[config.mk]
export PLATFORM = sky130hd
export DESIGN_NAME = systolic_mac_pe
export DESIGN_NICKNAME = d
export VERILOG_FILES = /design/src/rtl/systolic_mac_pe.sv
export SDC_FILE = /design/constraint.sdc
export NUM_CORES = 1
export LEC_CHECK = 0
export ABC_AREA = 1
export BUFFER_PORTS_ARGS = -buffer_cell sky130_fd_sc_hd__buf_4
export CAP_MARGIN = 10
export CORE_MARGIN = 4
export CORE_UTILIZATION = 35
export CTS_CLUSTER_DIAMETER = 100
export DETAILED_ROUTE_END_ITERATION = 10
export SKIP_LAST_GASP = 1
export SLEW_MARGIN = 40
export SYNTH_ARGS = -nofsm -noshare
export SYNTH_HDL_FRONTEND = slang
export SYNTH_SLANG_ARGS = --single-unit
[constraint.sdc]
create_clock -name clk -period 9.54 [get_ports clk]
set_input_delay 0.477 -clock clk [delete_from_list [all_inputs] [get_ports clk]]
set_output_delay 0.477 -clock clk [all_outputs]
set_load 0.005 [all_outputs]
[src/rtl/systolic_mac_pe.sv]
// Systolic-array processing element: two-stage pipelined MAC with A/B forwarding,
// signed/unsigned and saturating accumulation, tile framing and a one-entry result buffer.
module systolic_mac_pe #(
   parameter int DATA_WIDTH  = 16,
   parameter int ACCUM_WIDTH = 40
) (
   input  logic                   clk,
   input  logic                   reset,
   input  logic                   pe_enable,
   input  logic                   in_valid,
   input  logic                   in_last,
   input  logic                   mode_signed,
   input  logic                   sat_en,
   input  logic [DATA_WIDTH-1:0]  data_in_a,
   input  logic [DATA_WIDTH-1:0]  data_in_b,
   output logic [DATA_WIDTH-1:0]  data_out_a,
   output logic [DATA_WIDTH-1:0]  data_out_b,
   output logic                   out_valid,
   output logic                   out_last,
   output logic [ACCUM_WIDTH-1:0] accum_out,
   output logic [ACCUM_WIDTH-1:0] result_data,
   output logic                   result_valid,
   input  logic                   result_ready,
   output logic                   ovf_flag,
   output logic                   overrun
);

   localparam int DW  = DATA_WIDTH;
   localparam int AW  = ACCUM_WIDTH;
   localparam int PW  = 2 * DATA_WIDTH;
   localparam int EXT = ACCUM_WIDTH + 1 - PW;

   // ---------------- stage 1: operand capture and multiply ----------------
   logic [DW-1:0] a_q, b_q;
   logic          vld_q, lst_q;
   logic [PW-1:0] prod_q, prod_d;
   logic          p_mode_q, p_sat_q;
   logic          s1_first_q;
   logic          s1_mode, s1_sat;
   logic [PW-1:0] a_ext, b_ext;

   // Mode and saturation are latched on a tile's first beat and held for the rest of it.
   always_comb begin
      s1_mode = s1_first_q ? mode_signed : p_mode_q;
      s1_sat  = s1_first_q ? sat_en      : p_sat_q;
      a_ext   = {{DW{s1_mode & data_in_a[DW-1]}}, data_in_a};
      b_ext   = {{DW{s1_mode & data_in_b[DW-1]}}, data_in_b};
      prod_d  = a_ext * b_ext;
   end

   always_ff @(posedge clk) begin
      if (!reset) begin
         a_q        <= '0;
         b_q        <= '0;
         vld_q      <= 1'b0;
         lst_q      <= 1'b0;
         prod_q     <= '0;
         p_mode_q   <= 1'b0;
         p_sat_q    <= 1'b0;
         s1_first_q <= 1'b1;
      end else if (pe_enable) begin
         a_q    <= data_in_a;
         b_q    <= data_in_b;
         vld_q  <= in_valid;
         lst_q  <= in_valid & in_last;
         prod_q <= prod_d;
         if (in_valid) begin
            p_mode_q   <= s1_mode;
            p_sat_q    <= s1_sat;
            s1_first_q <= in_last;
         end
      end
   end

   // ---------------- stage 2: accumulate with overflow handling ----------------
   logic [AW-1:0] accum_q, accum_d;
   logic          first_q;
   logic          tovf_q, tovf_d;
   logic [AW-1:0] base;
   logic [AW:0]   base_ext, prod_ext, sum_w;
   logic          ovf;
   logic          fire2, cap, can_cap;

   always_comb begin
      base     = first_q ? '0 : accum_q;
      base_ext = {p_mode_q & base[AW-1], base};
      prod_ext = {{EXT{p_mode_q & prod_q[PW-1]}}, prod_q};
      sum_w    = base_ext + prod_ext;
      ovf      = 1'b0;
      accum_d  = sum_w[AW-1:0];
      if (p_mode_q) begin
         ovf = (base[AW-1] == prod_ext[AW-1]) && (sum_w[AW-1] != base[AW-1]);
         if (ovf && p_sat_q)
            accum_d = base[AW-1] ? {1'b1, {(AW-1){1'b0}}} : {1'b0, {(AW-1){1'b1}}};
      end else begin
         ovf = sum_w[AW];
         if (ovf && p_sat_q)
            accum_d = '1;
      end
      tovf_d  = (first_q ? 1'b0 : tovf_q) | ovf;
      fire2   = pe_enable & vld_q;
      cap     = fire2 & lst_q;
      can_cap = ~result_valid | result_ready;
   end

   // ---------------- accumulator and result buffer ----------------
   logic [AW-1:0] rd_q;
   logic          rv_q, rovf_q, overrun_q;

   always_ff @(posedge clk) begin
      if (!reset) begin
         accum_q   <= '0;
         first_q   <= 1'b1;
         tovf_q    <= 1'b0;
         rd_q      <= '0;
         rv_q      <= 1'b0;
         rovf_q    <= 1'b0;
         overrun_q <= 1'b0;
      end else begin
         if (fire2) begin
            accum_q <= accum_d;
            first_q <= lst_q;
            tovf_q  <= tovf_d;
         end
         if (cap && can_cap) begin
            rd_q   <= accum_d;
            rovf_q <= tovf_d;
            rv_q   <= 1'b1;
         end else begin
            if (cap)
               overrun_q <= 1'b1;
            if (rv_q && result_ready)
               rv_q <= 1'b0;
         end
      end
   end

   assign data_out_a   = a_q;
   assign data_out_b   = b_q;
   assign out_valid    = vld_q;
   assign out_last     = lst_q;
   assign accum_out    = accum_q;
   assign result_data  = rd_q;
   assign result_valid = rv_q;
   assign ovf_flag     = rovf_q;
   assign overrun      = overrun_q;

endmodule

# After elaboration in Yosys (flattened, before gate mapping)
# Cells that the tools add are included.
[totals] romBits=0 memories=0 mem_bits_rw=0 latch_bits=0 reg_bits=154 inputBits=40 wordCells=49
[op_classes] magnitude_cmp=0 bitwise=11 n_mul=1 n_reduce_logical=9 div=0 eq_ne=2 addsub=1 muxes=10 shift=0
[ops] operator="$mux 40" count=5
[ops] operator="$add 41x41->41" count=1
[ops] operator="$mul 17x17->32" count=1
[ops] operator="$and 1x1->1" count=7
[ops] operator="$logic_and 1x1->1" count=5
[ops] operator="$mux 1" count=5
[ops] operator="$reduce_and 2->1" count=2
[ops] operator="$reduce_and 3->1" count=1
[ops] operator="$not 1->1" count=2
[ops] operator="$or 1x1->1" count=2
[ops] operator="$reduce_bool 2->1" count=1
[ops] operator="$eq 1x1->1" count=1
[ops] operator="$ne 1x1->1" count=1

# Depth between registers and ports, before layout
[logic_depth] word_depth=8 ltp_mapped=30 ltp_nobuf=29

# Worst setup path before layout
# No wires, ideal clock.
[synth_timing] path_type="input to register" from="input port mode_signed" to="register prod_q[30]" setup_time_ps=115 arrival_ps=5933 path_stages=20 required_time_ps=9425 path_slack_ps=3491 path_cell_list="nand2_1 > o21a_4 > clkbuf_1 > nor2_1 > fa_1 > inv_1 > fa_1 > inv_1 > fa_1 > fa_1 > fa_1 > fa_1 > ha_1 > a21oi_1 > o21ai_0 > a221oi_1 > o211ai_1 > xor2_1 > o21ai_0 > inv_1"
[synth_between] elab_chain_cells=3 elab_cells_between_ends=4 cone_classes="1 x mul; 1 x mux; 2 x bitwise"
[synth_lines] item="start, declared" line="12" text="input logic mode_signed,"
[synth_lines] item="$mux 1 *" line="44" text="s1_mode = s1_first_q ? mode_signed : p_mode_q;"
[synth_lines] item="$and 1x1->1 (on tied branches)" line="46, 47"
[synth_lines] item="$mul 17x17->32 *" line="48" text="prod_d = a_ext * b_ext;"
[synth_lines] item="end signal, assigned" line="66" text="prod_q <= prod_d;"
[synth_lines] item="end, declared" line="36" text="logic [PW-1:0] prod_q, prod_d;"
# Every way passes the cells marked *; elsewhere a longest branch is shown, timed or not.
# A chain may end at the register's enable or synchronous reset.

# Worst setup path after layout
[layout_timing] from="register p_mode_q" to="register prod_q[31]"
[layout_between] elab_chain_cells=3 elab_cells_between_ends=4 cone_classes="1 x mul; 1 x mux; 2 x bitwise"
[layout_lines] item="start, declared" line="37" text="logic p_mode_q, p_sat_q;"
[layout_lines] item="start signal, assigned" line="68" text="p_mode_q <= s1_mode;"
[layout_lines] item="$mux 1 *" line="44"
[layout_lines] item="$and 1x1->1 (on tied branches)" line="46, 47"
[layout_lines] item="$mul 17x17->32 *" line="48"
# Marks and branches as above.

==> results.ini <==
[logic_synthesis]
yosysUniqueCellTypes=42
yosys_warnings=0
synth_mux_area_frac=0
synth_area_leader_cell=fa_1
syn_nets=3324
synth_top_flop_cell=dfxtp_1
ys_async_sr_fraction=0
yosysMostFrequentCell=nand2_1
syn-cell-area_um2=20200
syn_inst=2879
synth_edf_count=0
synth_area_leaders=fa_1, dfxtp_1, nand2_1
synth_top_family_by_area=adder cells
synthSimpleGateAreaFrac=0.215
synth_common_cells=nand2_1, inv_1, nor2_1, fa_1, o21ai_0
synth_top_area_frac=0.281
yosysSeqAreaShare=0.153
synth_fa_ha_area_frac=0.357
syn_area_per_cell_um2=7.00
synthXorXnorAreaFrac=0.0260
ys_ff_latch=154
synth_compound_area_frac=0.103

[route]
firstDrtPassIters=5
routed_wirelength_um=58100
via_count=17600
drc=0
antenna_left=0
wl_per_cell_um=15.7
drtIter0Drc=1032
via_per_inst=4.75

[timing]
tightest_slew_ps=739
fin_crit_sh=0.679
rsz0062_at_grt=false
max_freq_mhz=154
finClkSkew_ps=14.3
finalMaxSlewViolations=0
setup_violations=0
post-route-min-period_ps=6480
fin_tns_setup_ps=0
max_slew_margin=0.502
final-hold-violation-count=0

[final_layout]
nets=3376
antenna_cells=0
post_route_cells_drive_above_1_share=0.0744
area_growth_pct=11.4
stdcell_area_um2=22400
fin_util=0.396

[power_and_ir_drop]
swShare=0.556
combPwrFrac=0.803
seq_power_share=0.102
ir_drop_v=0.000454
power.leakage_nw=12.2
p_sw_mw=4.26
intPower_mw=3.41
p_clk_frac=0.095
p_per_area_nw_per_um2=342

[floorplanning]
initial_core_util=0.355
core_area_um2=56700
io_pins=157
die_y_um=248
fp.dieArea_um2=61500
rows=87
dieWidth_um=248

[run_status]
status=completed

[placed_design]
hpwl_um=46700
place_congestion=0.963
placed_cell_area_um2=21800
portBuffers=156

[grt]
grt_pass1_wl_um=94300
grt_use_total=0.194
met3_usage=0.0258
grt_max_degree=84
grtUsageMet1=0.264
top_usage_layer=met2
first_global_vias=17500
antenna_found_initial=1
grt_use_met2=0.323
overflow=0

[clock_tree]
cts_setup_buffers=0
cts.path.max_buffers=2
cts_tree=done
clkTransAtPathRegs_ps=80
htreeDepth=4
root_buffer=clkbuf_16
cts_repair_resize_count=0
cts_made_buffers=17
clk_latency_ps=480
cts_sinks=154
hold_buffers=0

[critical_path]
crit_type=flip-flop to flip-flop
crit_path_end_kind=flip-flop
path_max_fanout=16
critPathRequiredTime_ps=9910
arrival_ps=6850
worst_setup_path_start_kind=flip-flop

[min_path]
hp-class=input port to flip-flop

[run]
cap_violations=0

-- layout by cell type, fill, tap and decap left out, drive strengths merged --
| master | instances |
|---|---|
| nor4 | 2 |
| a221oi | 1 |
| nand4 | 19 |
| a21o | 7 |
| o21a | 2 |
| xnor2 | 23 |
| o21ai | 184 |
| o211ai | 11 |
| bufinv | 1 |
| clkinv | 4 |
| inv | 653 |
| a31oi | 4 |
| or2 | 7 |
| nand2b | 4 |
| nor3 | 8 |
| o21bai | 7 |
| nand2 | 685 |
| dfxtp | 154 |
| nand3b | 3 |
| ha | 122 |
| a211oi | 1 |
| nor2 | 294 |
| clkbuf | 17 |
| a31o | 3 |
| a21boi | 3 |
| buf | 164 |
| a21oi | 168 |
| nand3 | 74 |
| fa | 283 |
| xor2 | 36 |
-- routing by layer --
layer,share of wire,wire length [um]
met3,0.049,2850
met2,0.47,27400
met5,0,0
met1,0.46,26600
met4,0.021,1230
-- through the flow --
stage	hold WS [ps]	setup WS [ps]	power [mW]	std cells
floorplan	450	3490	5.35	2879
global placement	455	3080	6.97	3666
detailed placement	458	3070	6.98	3667
CTS	218	3040	7.75	3699
global route	252	2590	8.60	3700
finish	244	3060	7.67	3700
-- sequential cells by signal, summed over array words and instances, names as in the netlist, 16 cells and up --
name and flops:
prod_q 32, data_out_b 16, accum_out 40, data_out_a 16
result_data 40
-- kinds of logic after synthesis --
group / Yosys count
and+or+nand+nor: 1096
buffers and inverters: 774
adders and majority gates: 405
AOI/OAI and AO/OA: 391
DFF: 154
xor gates and xnor gates: 59
-- final timing paths --
| check | from | to | slack, ps | cells past startpoint |
|---|---|---|---|---|
| setup reg to reg | p_mode_q | prod_q[31] | 3060 | 23 |
| setup / recovery | p_mode_q | prod_q[31] | 3060 | 23 |
| hold / removal | in_last | s1_first_q | 240 | 3 |
| hold reg to reg | data_out_a[0] | data_out_a[0] | 480 | 2 |
-- worst max-delay path: stages (launching register included) --
cell,delay [ps]
dfxtp_1,450
inv_2,130
o21a_4,280
or2_1,440
or2_2,380
fa_1,460
fa_1,490
inv_1,50
fa_1,460
fa_1,400
fa_1,510
inv_1,50
fa_1,470
inv_1,40
ha_1,360
nand2_1,150
nor3_1,300
nand4_1,160
nand3_1,180
a21oi_1,120
o21ai_0,230
nor2_1,80
o21ai_1,130
inv_1,50
-- power by group through the flow --
stage               Combinational, mW  Clock (mW)  Sequential, mW
finish                           6.16       0.731           0.779
global route                     7.04       0.770           0.786
CTS                              6.22       0.750           0.782
detailed placement               6.18           0           0.796
global placement                 6.17           0           0.796
floorplan                        4.59           0           0.766
-- layout make-up --
type / count / area, um^2
Fill cell: 6012 / 34300
Multi-Input combinational cell: 1951 / 14100
Sequential cell: 154 / 3080
Inverter: 643 / 2420
Timing Repair Buffer: 164 / 1250
Tap cell: 756 / 946
Clock buffer: 17 / 425
Clock inverter: 15 / 188
No activity file was read; power rests on OpenSTA's default activity.
